<file path="src/rtl/fb_pkg.sv">
// Shared types and default geometry for the double-buffered frame store.
package fb_pkg;

    localparam int DEF_H_RES     = 320;
    localparam int DEF_V_RES     = 240;
    localparam int DEF_ADDR_W    = 18;
    localparam int DEF_DATA_W    = 16;
    localparam int DEF_BUF1_BASE = 76800;

    typedef logic [DEF_DATA_W-1:0] pixel_t;

    typedef enum logic [1:0] {
        START = 2'd0,
        CLEAR = 2'd1,
        DRAW  = 2'd2
    } state_t;

endpackage

</file>
<file path="src/rtl/back_buffer_clear_edge_toggle_detect.sv">
// Flags any change of a slow control bit (e.g. a vsync-derived frame select).
module edge_toggle_detect (
    input  logic Clk,
    input  logic Reset,
    input  logic in_bit,
    output logic toggle
);

    logic prev_q;
    logic prev_d;

    always_comb begin
        prev_d = in_bit;
    end

    always_ff @(posedge Clk) begin
        if (Reset) begin
            prev_q <= 1'b0;
        end else begin
            prev_q <= prev_d;
        end
    end

    assign toggle = in_bit ^ prev_q;

endmodule

</file>
<file path="src/rtl/back_buffer_clear.sv">
// Clears the hidden back buffer after every frame swap, then hands the buffer
// to the draw stage; flags frames where the swap arrives before the clear ends.
module back_buffer_clear
    import fb_pkg::*;
#(
    parameter int H_RES     = DEF_H_RES,
    parameter int V_RES     = DEF_V_RES,
    parameter int ADDR_W    = DEF_ADDR_W,
    parameter int DATA_W    = DEF_DATA_W,
    parameter int BUF1_BASE = DEF_BUF1_BASE
) (
    input  logic              Clk,
    input  logic              Reset,
    input  logic              frame_num,
    input  logic [DATA_W-1:0] clear_color,
    output logic [ADDR_W-1:0] mem_addr,
    output logic [DATA_W-1:0] mem_wdata,
    output logic              mem_we,
    input  logic              mem_ready,
    output logic              back_sel,
    output logic              clear_busy,
    output logic              draw_enable,
    output logic              frame_overrun
);

    localparam int NPIX  = H_RES * V_RES;
    localparam int IDX_W = $clog2(NPIX);

    generate
        if (BUF1_BASE + NPIX > (1 << ADDR_W)) begin : g_addr_range_check
            $error("back_buffer_clear: buffer 1 does not fit in the address space");
        end
    endgenerate

    state_t             state_q, state_d;
    logic [IDX_W-1:0]   idx_q, idx_d;
    logic               back_sel_q, back_sel_d;
    logic               overrun_q, overrun_d;
    logic               toggle;
    logic               accept;
    logic               last_word;
    logic [ADDR_W-1:0]  base;

    edge_toggle_detect u_toggle (
        .Clk    (Clk),
        .Reset  (Reset),
        .in_bit (frame_num),
        .toggle (toggle)
    );

    assign accept    = (state_q == CLEAR) && mem_ready;
    assign last_word = (idx_q == IDX_W'(NPIX - 1));
    assign base      = back_sel_q ? ADDR_W'(BUF1_BASE) : '0;

    always_comb begin
        state_d     = state_q;
        idx_d       = idx_q;
        back_sel_d  = back_sel_q;
        overrun_d   = 1'b0;
        mem_we      = 1'b0;
        mem_addr    = '0;
        mem_wdata   = '0;
        clear_busy  = 1'b0;
        draw_enable = 1'b0;

        case (state_q)
            START: begin
                // A frame_num change seen here is simply absorbed into the first clear
                state_d    = CLEAR;
                back_sel_d = ~frame_num;
                idx_d      = '0;
            end
            CLEAR: begin
                mem_we     = 1'b1;
                mem_addr   = base + ADDR_W'(idx_q);
                mem_wdata  = clear_color;
                clear_busy = 1'b1;
                if (toggle) begin
                    // Restart on the new buffer; an accept this cycle still counts for the old one
                    back_sel_d = ~frame_num;
                    idx_d      = '0;
                    overrun_d  = !(accept && last_word);
                end else if (accept) begin
                    if (last_word) begin
                        state_d = DRAW;
                        idx_d   = '0;
                    end else begin
                        idx_d = idx_q + 1'b1;
                    end
                end
            end
            DRAW: begin
                draw_enable = 1'b1;
                if (toggle) begin
                    state_d    = CLEAR;
                    back_sel_d = ~frame_num;
                    idx_d      = '0;
                end
            end
            default: begin
                state_d = START;
            end
        endcase
    end

    always_ff @(posedge Clk) begin
        if (Reset) begin
            state_q    <= START;
            idx_q      <= '0;
            back_sel_q <= 1'b0;
            overrun_q  <= 1'b0;
        end else begin
            state_q    <= state_d;
            idx_q      <= idx_d;
            back_sel_q <= back_sel_d;
            overrun_q  <= overrun_d;
        end
    end

    assign back_sel      = back_sel_q;
    assign frame_overrun = overrun_q;

endmodule

</file>
<file path="config.mk">
export PLATFORM = sky130hd
export DESIGN_NAME = back_buffer_clear
export DESIGN_NICKNAME = d
export VERILOG_FILES = /design/src/rtl/fb_pkg.sv /design/src/rtl/back_buffer_clear_edge_toggle_detect.sv /design/src/rtl/back_buffer_clear.sv
export SDC_FILE = /design/constraint.sdc
export NUM_CORES = 1
export LEC_CHECK = 0
export ABC_AREA = 0
export CORE_UTILIZATION = 46
export DETAILED_ROUTE_END_ITERATION = 8
export GPL_TIMING_DRIVEN = 0
export PLACE_DENSITY = 0.8
export SLEW_MARGIN = 20
export SYNTH_ARGS = -nofsm -noshare
export SYNTH_HDL_FRONTEND = slang
export SYNTH_SLANG_ARGS = --single-unit
</file>
<file path="constraint.sdc">
create_clock -name Clk -period 2.7 [get_ports Clk]
set_clock_uncertainty 0.1 [all_clocks]
set_input_delay 0.81 -clock Clk [delete_from_list [all_inputs] [get_ports Clk]]
set_output_delay 0.81 -clock Clk [all_outputs]
set_load 0.005 [all_outputs]
</file>
==> run_results.csv, run 1 <==
group,metric,value,unit
die,start_util,0.484,
sta,setup_slack,-0.126,ns
final_layout,diodes,0,
routing,viasPerCell,5.99,
yosys,synth_cells,231,
power,powerDensity,365,nW/um^2
worst_setup_path,worstPathRequired,1.79,ns
sta,drv_slew,0,
clocking,root_buffer,"clkbuf_8",
routing,wl,5710,um
outcome,violations,"setup timing",
sta,rsz0062_at_grt,"true",
yosys,synth.most_common_cell,"and2_1",
die,die_h,64.3,um
yosys,ys_seq_area_frac,0.246,
yosys,ys_ff_latch,22,
grt,grt_max_degree,12,
worst_setup_path,slowest_delay,0.38,ns
clocking,clock-sinks,22,
grt,grt_use_total,0.263,
yosys,synth.top_cell.area_share,0.246,
final_layout,finish.instance_area,2630,um^2
yosys,yosys_warnings,0,
sta,max_freq,354,MHz
worst_setup_path,crit_chain,"buf_12 > ha_4 > a21o_1 > a31oi_4 > or3_4 > a21oi_2 > buf_2",
worst_setup_path,worst_path_max_delay_cell,"or3_4",
grt,grt_pass1_vias,1807,
clocking,cts_max_path_buffers,2,
final_layout,syn2layout_area_growth,47.1,%
routing,ant_nets,0,
worst_setup_path,arrival,1.92,ns
outcome,status,"finished with violations",
die,core,3690,um^2
clocking,clk_latency,0.26,ns
die,row_count,22,
sta,hold_viol,0,
yosys,synth_area_leaders,"dfxtp_1 25%, and2_1 9.8%, ha_1 6.3%",
worst_setup_path,cp-end-kind,"output port",
sta,finalCriticalPeriod,2.83,ns
routing,first_pass_iters,5,
yosys,syn_avg_cell_area,7.73,um^2
place,hpwlAfterDp,3700,um
sta,slew_headroom,0.637,
place,placed_area,2420,um^2
final_layout,nNetsFinal,332,
final_layout,multi_input_area,1340,um^2
clocking,cts_tree,"built",
grt,antenna_found_initial,0,
grt,grt_overflow,0,
yosys,post_synth_instance_area,1790,um^2
place,place_congestion,0.870,
yosys,synth_edf_count,0,
power,p_leak,1.02,nW
clocking,htreeDepth,1,
sta,post-route-period-util,1.05,
worst_setup_path,worst-path-max-fanout,4,
final_layout,drive_gt1_frac,0.153,
sta,worst_slew_pin_slew,0.545,ns
yosys,ys.flop_type,"dfxtp_1",
final_layout,nFillCells,321,
flow_run,drv_cap,0,
routing,vias,2086,
place,portBuffers,57,
min_path,hold_class,"reg2reg",
power,ir_worst_vdd,0.000284,V
clocking,clk_pin_slew,0.08,ns
sta,setup_violations,5,
clocking,cts_buffers,3,
final_layout,area.sequential,454,um^2
die,die_w,64.3,um
routing,first_iter_violations,209,
die,io_pins,59,
grt,grt_pass1_wl,8690,um
place,post-place-ws,-0.376,ns
yosys,synth_nets,261,
yosys,synth.distinct_cells,45,
routing,drc,0,
die,dieArea,4140,um^2
yosys,synthTopCellsByCount,"28 x and2_1, 22 x dfxtp_1, 17 x o21ai_0",
routing,wl_per_cell,16.4,um
worst_setup_path,start_kind,"register",
yosys,yosysTopAreaCell,"dfxtp_1",
worst_setup_path,path_class,"reg2out",
yosys,ys_async_sr_fraction,0,
==> layout make-up <==
type                       count  share of cell area
clock buffer                   3              0.0157
buffer                        19              0.0414
inverter                       5             0.00714
timing repair buffer          66               0.230
multi-input combinational    185               0.510
sequential                    22               0.173
tap                           48              0.0228
==> power by group <==
group          leakage, nW  switching, mW  internal, mW  total, mW
Sequential           0.181         0.0135         0.334      0.348
Combinational        0.820          0.190         0.214      0.404
Clock               0.0216          0.110        0.0997      0.209
==> final timing paths <==
kind                            from                 endpoint  slack [ns]  cells after the start
max reg2reg  state_q[0]$_SDFFE_PP0P_   idx_q[10]$_SDFFE_PP0P_        0.41                      6
max            back_sel$_SDFFE_PP0P_             mem_addr[15]       -0.13                      7
min reg2reg  state_q[1]$_SDFFE_PP0P_  state_q[1]$_SDFFE_PP0P_        0.40                      2
min          state_q[1]$_SDFFE_PP0P_  state_q[1]$_SDFFE_PP0P_        0.40                      2
==> critical path, delay by kind of cell (launching register included) <==
| family | cells | cell delay [ns] |
|---|---|---|
| flip-flops | 1 | 0.37 |
| AND/OR/NAND/NOR | 1 | 0.38 |
| AO/OA/AOI/OAI | 3 | 0.40 |
| adder cells (fa/ha/maj) | 1 | 0.25 |
| buffers and inverters | 2 | 0.25 |
==> sequential cells by signal, summed over array words and instances, names as in the netlist <==
register / flops
back_sel: 1
frame_overrun: 1
idx_q: 17
state_q: 2
u_toggle.prev_q: 1
==> logic make-up (layout without fill, tap and decap cells) <==
| kind of cell | Yosys count | count (layout) | share of synthesized area |
|---|---|---|---|
| XOR/XNOR | 5 | 5 | 0.0245 |
| flip-flops | 22 | 22 | 0.246 |
| AO/OA/AOI/OAI | 58 | 58 | 0.208 |
| multiplexers | 2 | 2 | 0.0112 |
| adder cells (fa/ha/maj) | 10 | 10 | 0.0742 |
| AND/OR/NAND/NOR | 110 | 110 | 0.379 |
| buffers and inverters | 24 | 93 | 0.0567 |
==> stage by stage <==
stage | cells | hold slack, ns | total power [mW] | TNS (ns) | util
after floorplan | 231 | 0.365 | 0.533 | 0 | -
after CTS | 344 | 0.394 | 0.941 | -0.427 | 0.698
final | 348 | 0.399 | 0.961 | -0.377 | 0.713
after global placement | 336 | 0.388 | 0.706 | -4.64 | 0.655
after detailed placement | 336 | 0.398 | 0.710 | -5.14 | 0.655
after global routing | 348 | 0.414 | 1.01 | -0.680 | 0.713
==> cell usage in the layout, fill, tap and decap left out, types with 2 or more instances in the layout <==
cell and count:
a21oi_1 9, a311oi_1 5, a31oi_1 7, a31oi_4 2, and2_1 28, and3_1 4
and4_1 6, buf_1 2, buf_2 6, buf_4 9, clkbuf_1 5, clkbuf_2 7
clkbuf_8 5, clkdlybuf4s50_1 32, dfxtp_1 17, dfxtp_2 2, dfxtp_4 3, dlygate4sd2_1 20
ha_1 5, ha_4 4, inv_1 4, mux2i_1 2, nand2_1 10, nand2b_1 3
nand3_1 11, nand4_1 6, nor2_1 10, nor2b_1 4, nor3_1 5, nor4_1 3
o2111ai_1 4, o211ai_1 3, o21ai_0 16, o31ai_1 4, o41ai_1 2, or3_1 6
or4_1 3, or4b_1 2, xnor2_1 3, xor2_1 2
==> per-layer routing <==
metal | track usage | wire length [um]
met4 | 0.0722 | 133
met5 | 0 | 0
met3 | 0.0411 | 528
met1 | 0.346 | 2370
met2 | 0.439 | 2680
==> timing repair <==
| action | CTS | global route |
|---|---|---|
| resized for setup | 61 | 15 |
| pin swaps | 5 | 9 |
| setup endpoints to repair | 34 | 17 |
| buffers inserted | 5 | 4 |
| hold buffers | 0 | 0 |
No activity file was read; power rests on OpenSTA's default activity.
==> inputs of run 2 (changes only) <==
--- a/config.mk
+++ b/config.mk
@@ -6,11 +6,13 @@
 export NUM_CORES = 1
 export LEC_CHECK = 0
 export ABC_AREA = 0
-export CORE_UTILIZATION = 46
+export CORE_UTILIZATION = 60
 export DETAILED_ROUTE_END_ITERATION = 8
+export DONT_BUFFER_PORTS = 1
 export GPL_TIMING_DRIVEN = 0
-export PLACE_DENSITY = 0.8
+export PLACE_DENSITY = 0.76
 export SLEW_MARGIN = 20
 export SYNTH_ARGS = -nofsm -noshare
 export SYNTH_HDL_FRONTEND = slang
 export SYNTH_SLANG_ARGS = --single-unit
+export TNS_END_PERCENT = 1
==> run_results.csv, run 2 (same netlist as run 1, synthesis figures left out) <==
group,metric,value,unit
sta,hold_ws,0.413,ns
routing,wl,5170,um
die,dieArea,3200,um^2
place,portBuffers,0,
min_path,hold_class,"reg2reg",
grt,grt_use_total,0.328,
sta,post-route-period-util,1.02,
sta,slew_headroom,0.643,
final_layout,nNetsFinal,265,
power,p_leak,0.654,nW
worst_setup_path,worst-path-max-fanout,8,
routing,ant_nets,0,
grt,grt_max_degree,12,
outcome,status,"finished with violations",
sta,finalCriticalPeriod,2.75,ns
routing,wl_per_cell,19.6,um
worst_setup_path,start_kind,"register",
clocking,root_buffer,"clkbuf_4",
worst_setup_path,crit_chain,"ha_4 > fa_2 > a31oi_4 > o21ai_2 > a21oi_4",
clocking,clock-sinks,22,
die,row_count,19,
die,die_h,56.6,um
place,place_congestion,0.965,
sta,setup_slack,-0.0479,ns
worst_setup_path,path_class,"reg2out",
sta,rsz0062_at_grt,"true",
die,die_w,56.6,um
grt,grt_pass1_vias,1730,
worst_setup_path,cp-end-kind,"output port",
final_layout,layout_common_cells,"28 x and2_1, 19 x dfxtp_1, 16 x o21ai_0",
grt,grt_pass1_wl,8280,um
final_layout,syn2layout_area_growth,6.79,%
sta,finalSetupTns,-0.0907,ns
clocking,cts_buffers,3,
worst_setup_path,worst_path_max_delay_cell,"fa_2",
clocking,cts_tree,"built",
power,ir_worst_vdd,0.000316,V
final_layout,diodes,0,
sta,max_freq,364,MHz
final_layout,nFillCells,258,
grt,antenna_found_initial,0,
final_layout,reg_top3,"idx_q (17), state_q (2)",
worst_setup_path,slowest_delay,0.42,ns
power,power,763,uW
outcome,violations,"setup timing",
grt,grt_overflow,0,
place,hpwlAfterDp,3520,um
sta,setup_violations,2,
die,io_pins,59,
die,start_util,0.642,
final_layout,largest_register_ffs,17,
routing,first_pass_iters,4,
worst_setup_path,worstPathRequired,1.79,ns
clocking,clk_latency,0.32,ns
routing,first_iter_violations,125,
final_layout,final_common_cell,"and2_1",
routing,vias,1905,
die,core,2780,um^2
worst_setup_path,arrival,1.84,ns
final_layout,drive_gt1_frac,0.0987,
routing,viasPerCell,7.22,
clocking,clk_pin_slew,0.13,ns
sta,worst_slew_pin_slew,0.535,ns
clocking,cts_max_path_buffers,2,
clocking,htreeDepth,1,
sta,drv_slew,0,
clocking,cts_setup_buffers,0,
routing,drc,0,
flow_run,drv_cap,0,
power,powerDensity,400,nW/um^2
final_layout,top_register,"idx_q",
sta,hold_viol,0,
run 2: path summary, 6_finish.rpt:
check	slack, ns	startpoint	end	cells after the start
max	-0.05	back_sel$_SDFFE_PP0P_	mem_addr[16]	5
min	0.41	state_q[1]$_SDFFE_PP0P_	state_q[1]$_SDFFE_PP0P_	2
max reg2reg	0.32	state_q[1]$_SDFFE_PP0P_	idx_q[5]$_SDFFE_PP0P_	7
min reg2reg	0.41	state_q[1]$_SDFFE_PP0P_	state_q[1]$_SDFFE_PP0P_	2
run 2: power by group:
group / switching (mW) / total (mW) / internal [mW]
Sequential: 0.0160 / 0.351 / 0.335
Clock: 0.108 / 0.161 / 0.0525
Combinational: 0.164 / 0.251 / 0.0871
Total: 0.288 / 0.763 / 0.474
run 2: repair_timing:
| item | CTS | global route |
|---|---|---|
| hold buffers | 0 | 0 |
| cloned | 0 | 0 |
| setup endpoints to repair | 25 | 16 |
| pin swaps | 1 | 3 |
| resized for setup | 11 | 8 |
run 2: final cells by class:
type,count,area [um^2],share of cell area
Inverter,5,18.8,0.00984
Clock buffer,3,22.5,0.0118
Buffer,18,81.3,0.0426
Sequential cell,22,449,0.235
Tap cell,31,38.8,0.0203
Multi-Input combinational cell,185,1300,0.680
run 2: metal layers:
metal / vias to the layer above / GRT usage / part of all wire
met5: - / 0 / 0
met3: 19 / 0.0530 / 0.11
met2: 138 / 0.546 / 0.47
met4: 0 / 0.174 / 0.027
li1: 867 / - / -
met1: 881 / 0.403 / 0.39
run 2: critical path, delay by kind of cell (launching register included):
| kind | cells | cell delay [ns] |
|---|---|---|
| compound gates | 3 | 0.50 |
| fa+ha+maj | 2 | 0.60 |
| flops | 1 | 0.41 |
run 2: metrics by stage:
step	worst slack, ns	cell area [um^2]	utilization	cells
floorplan	0.246	1790	-	231
global placement	0.129	1830	0.656	262
detailed placement	0.0852	1830	0.656	262
CTS	-0.0610	1880	0.677	265
global route	-0.107	1910	0.686	264
finish	-0.0479	1910	0.686	264
==> inputs of run 3 (changes only) <==
--- a/config.mk
+++ b/config.mk
@@ -6,6 +6,7 @@
 export NUM_CORES = 1
 export LEC_CHECK = 0
 export ABC_AREA = 0
+export CORE_MARGIN = 3
 export CORE_UTILIZATION = 60
 export DETAILED_ROUTE_END_ITERATION = 8
 export DONT_BUFFER_PORTS = 1
==> run_results.csv, run 3 (same netlist as run 1, synthesis figures left out) <==
group,metric,value,unit
worst_setup_path,slowest_delay,0.42,ns
power,p_int,570,uW
place,hpwlAfterDp,3640,um
worst_setup_path,critPathTopFamily,"adder cells",
final_layout,nFillCells,258,
final_layout,top_register,"idx_q",
worst_setup_path,worstPathRequired,1.79,ns
sta,post-route-period-util,1.01,
final_layout,largest_register_ffs,17,
routing,first_iter_violations,149,
outcome,violations,"setup timing",
worst_setup_path,regToRegStartpoint,"state_q[1]$_SDFFE_PP0P_",
grt,grt_use_total,0.302,
sta,finalCriticalPeriod,2.74,ns
power,switching_share,0.332,
clocking,clk_latency,0.33,ns
die,start_util,0.637,
clocking,clk_pin_slew,0.14,ns
sta,rsz0062_at_grt,"true",
worst_setup_path,arrival,1.83,ns
sta,worst_slew_pin_slew,0.535,ns
worst_setup_path,path_depth,4,
power,p_leak,0.665,nW
routing,first_pass_iters,4,
power,p_sw,283,uW
worst_setup_path,cp-end-kind,"output port",
min_path,hold_class,"reg2reg",
worst_setup_path,cp_num_buf_inv,0,
routing,ant_nets,0,
grt,grt_pass1_wl,8420,um
worst_setup_path,crit_chain,"ha_2 > a31oi_4 > or3_1 > a21oi_1",
sta,slew_headroom,0.643,
clocking,clock-sinks,22,
grt,grt_max_degree,14,
sta,finalSetupTns,-0.0443,ns
worst_setup_path,worst_path_max_delay_cell,"ha_2",
worst_setup_path,path_class,"reg2out",
power,seqPwrFrac,0.410,
worst_setup_path,worst-path-max-fanout,7,
worst_setup_path,rr_endpoint,"idx_q[16]$_SDFFE_PP0P_",
worst_setup_path,worst-r2r-setup-slack,0.45,ns
final_layout,diodes,0,
power,ir_worst_vdd,0.000481,V
clocking,cts_buffers,3,
grt,grt_overflow,0,
die,die_w,60.6,um
flow_run,drv_cap,0,
final_layout,reg_top3,"idx_q (17), state_q (2)",
power,p_comb_frac,0.280,
place,portBuffers,0,
sta,max_freq,366,MHz
clocking,root_buffer,"clkbuf_4",
final_layout,final_common_cell,"and2_1",
sta,setup_violations,2,
routing,vias,1903,
final_layout,syn2layout_area_growth,8.19,%
worst_setup_path,cp-startpoint,"idx_q[13]$_SDFFE_PP0P_",
power,powerDensity,441,nW/um^2
final_layout,drive_gt1_frac,0.0979,
routing,drc,0,
final_layout,nNetsFinal,266,
grt,antenna_found_initial,0,
power,clkPwrFrac,0.311,
worst_setup_path,start_kind,"register",
final_layout,layout_common_cells,"28 x and2_1, 19 x dfxtp_1, 16 x o21ai_0",
place,placed_area,1830,um^2
worst_setup_path,r2r_cells,7,
sta,drv_slew,0,
sta,hold_ws,0.413,ns
clocking,cts_tree,"built",
die,core,2810,um^2
place,place_congestion,0.915,
die,io_pins,59,
grt,grt_pass1_vias,1791,
routing,wl_per_cell,19.4,um
final_layout,finish.instance_area,1930,um^2
outcome,status,"finished with violations",
sta,setup_slack,-0.0356,ns
clocking,htreeDepth,1,
die,die_h,60.6,um
die,dieArea,3670,um^2
power,power,853,uW
worst_setup_path,crit_path_end,"mem_addr[16]",
clocking,cts_max_path_buffers,2,
routing,viasPerCell,7.15,
sta,hold_viol,0,
die,row_count,19,
clocking,ctsHoldBuffers,0,
routing,wl,5150,um
run 3: changes by cell type in the layout (fill, tap and decap cells not counted), sizes merged:
cell / previous run / this run
buf: 6 / 7
bufinv: 0 / 1
run 3: area by class of cell:
| class | count | area, um^2 | area share |
|---|---|---|---|
| Sequential cell | 22 | 449 | 0.232 |
| Multi-Input combinational cell | 185 | 1290 | 0.665 |
| Tap cell | 31 | 38.8 | 0.0201 |
| Buffer | 18 | 80.1 | 0.0414 |
| Inverter | 5 | 18.8 | 0.00971 |
| Clock buffer | 3 | 22.5 | 0.0117 |
| Clock inverter | 1 | 30.0 | 0.0155 |
| Timing Repair Buffer | 1 | 7.51 | 0.00388 |
run 3: worst min-delay path: cells and delay by family, from the launching register on:
kind,cells,cell delay [ns]
flip-flops,1,0.36
AND/OR/NAND/NOR,1,0.07
AO/OA/AOI/OAI,1,0.05
run 3: worst min path at each step:
stage	from	endpoint	cells after the start
6_report	state_q[1]$_SDFFE_PP0P_	state_q[1]$_SDFFE_PP0P_	2
5_1_grt	state_q[1]$_SDFFE_PP0P_	state_q[1]$_SDFFE_PP0P_	2
4_1_cts	state_q[1]$_SDFFE_PP0P_	state_q[1]$_SDFFE_PP0P_	2
3_5_place_dp	state_q[1]$_SDFFE_PP0P_	state_q[1]$_SDFFE_PP0P_	2
3_3_place_gp	state_q[1]$_SDFFE_PP0P_	state_q[1]$_SDFFE_PP0P_	2
2_1_floorplan	state_q[1]$_SDFFE_PP0P_	state_q[1]$_SDFFE_PP0P_	2
run 3: metal layers:
layer | GRT usage | routed length, um | part of all wire
met1 | 0.383 | 2070 | 0.40
met2 | 0.498 | 2570 | 0.50
met3 | 0.0638 | 466 | 0.090
met4 | 0.124 | 53 | 0.010
met5 | 0 | 0 | 0
run 3: what timing repair did:
action | 4_1_cts | 5_1_grt
resized for setup | 12 | 3
gates cloned | 0 | 0
pin swaps | 5 | 0
buffers inserted | 1 | 0
endpoints found under the setup margin | 16 | 17
run 3: power by group through the flow:
| stage | sequential (mW) | clock, mW | combinational (mW) |
|---|---|---|---|
| after floorplan | 0.353 | 0 | 0.180 |
| after global placement | 0.355 | 0 | 0.224 |
| after detailed placement | 0.356 | 0 | 0.230 |
| after CTS | 0.351 | 0.263 | 0.236 |
| after global routing | 0.352 | 0.282 | 0.270 |
| final | 0.350 | 0.265 | 0.239 |
run 3: through the flow:
| stage | worst slack [ns] | util | cells |
|---|---|---|---|
| after floorplan | 0.246 | - | 231 |
| after detailed placement | 0.0766 | 0.651 | 262 |
| after global placement | 0.127 | 0.651 | 262 |
| after global routing | -0.120 | 0.689 | 266 |
| after CTS | 0.000816 | 0.686 | 267 |
| final | -0.0356 | 0.689 | 266 |
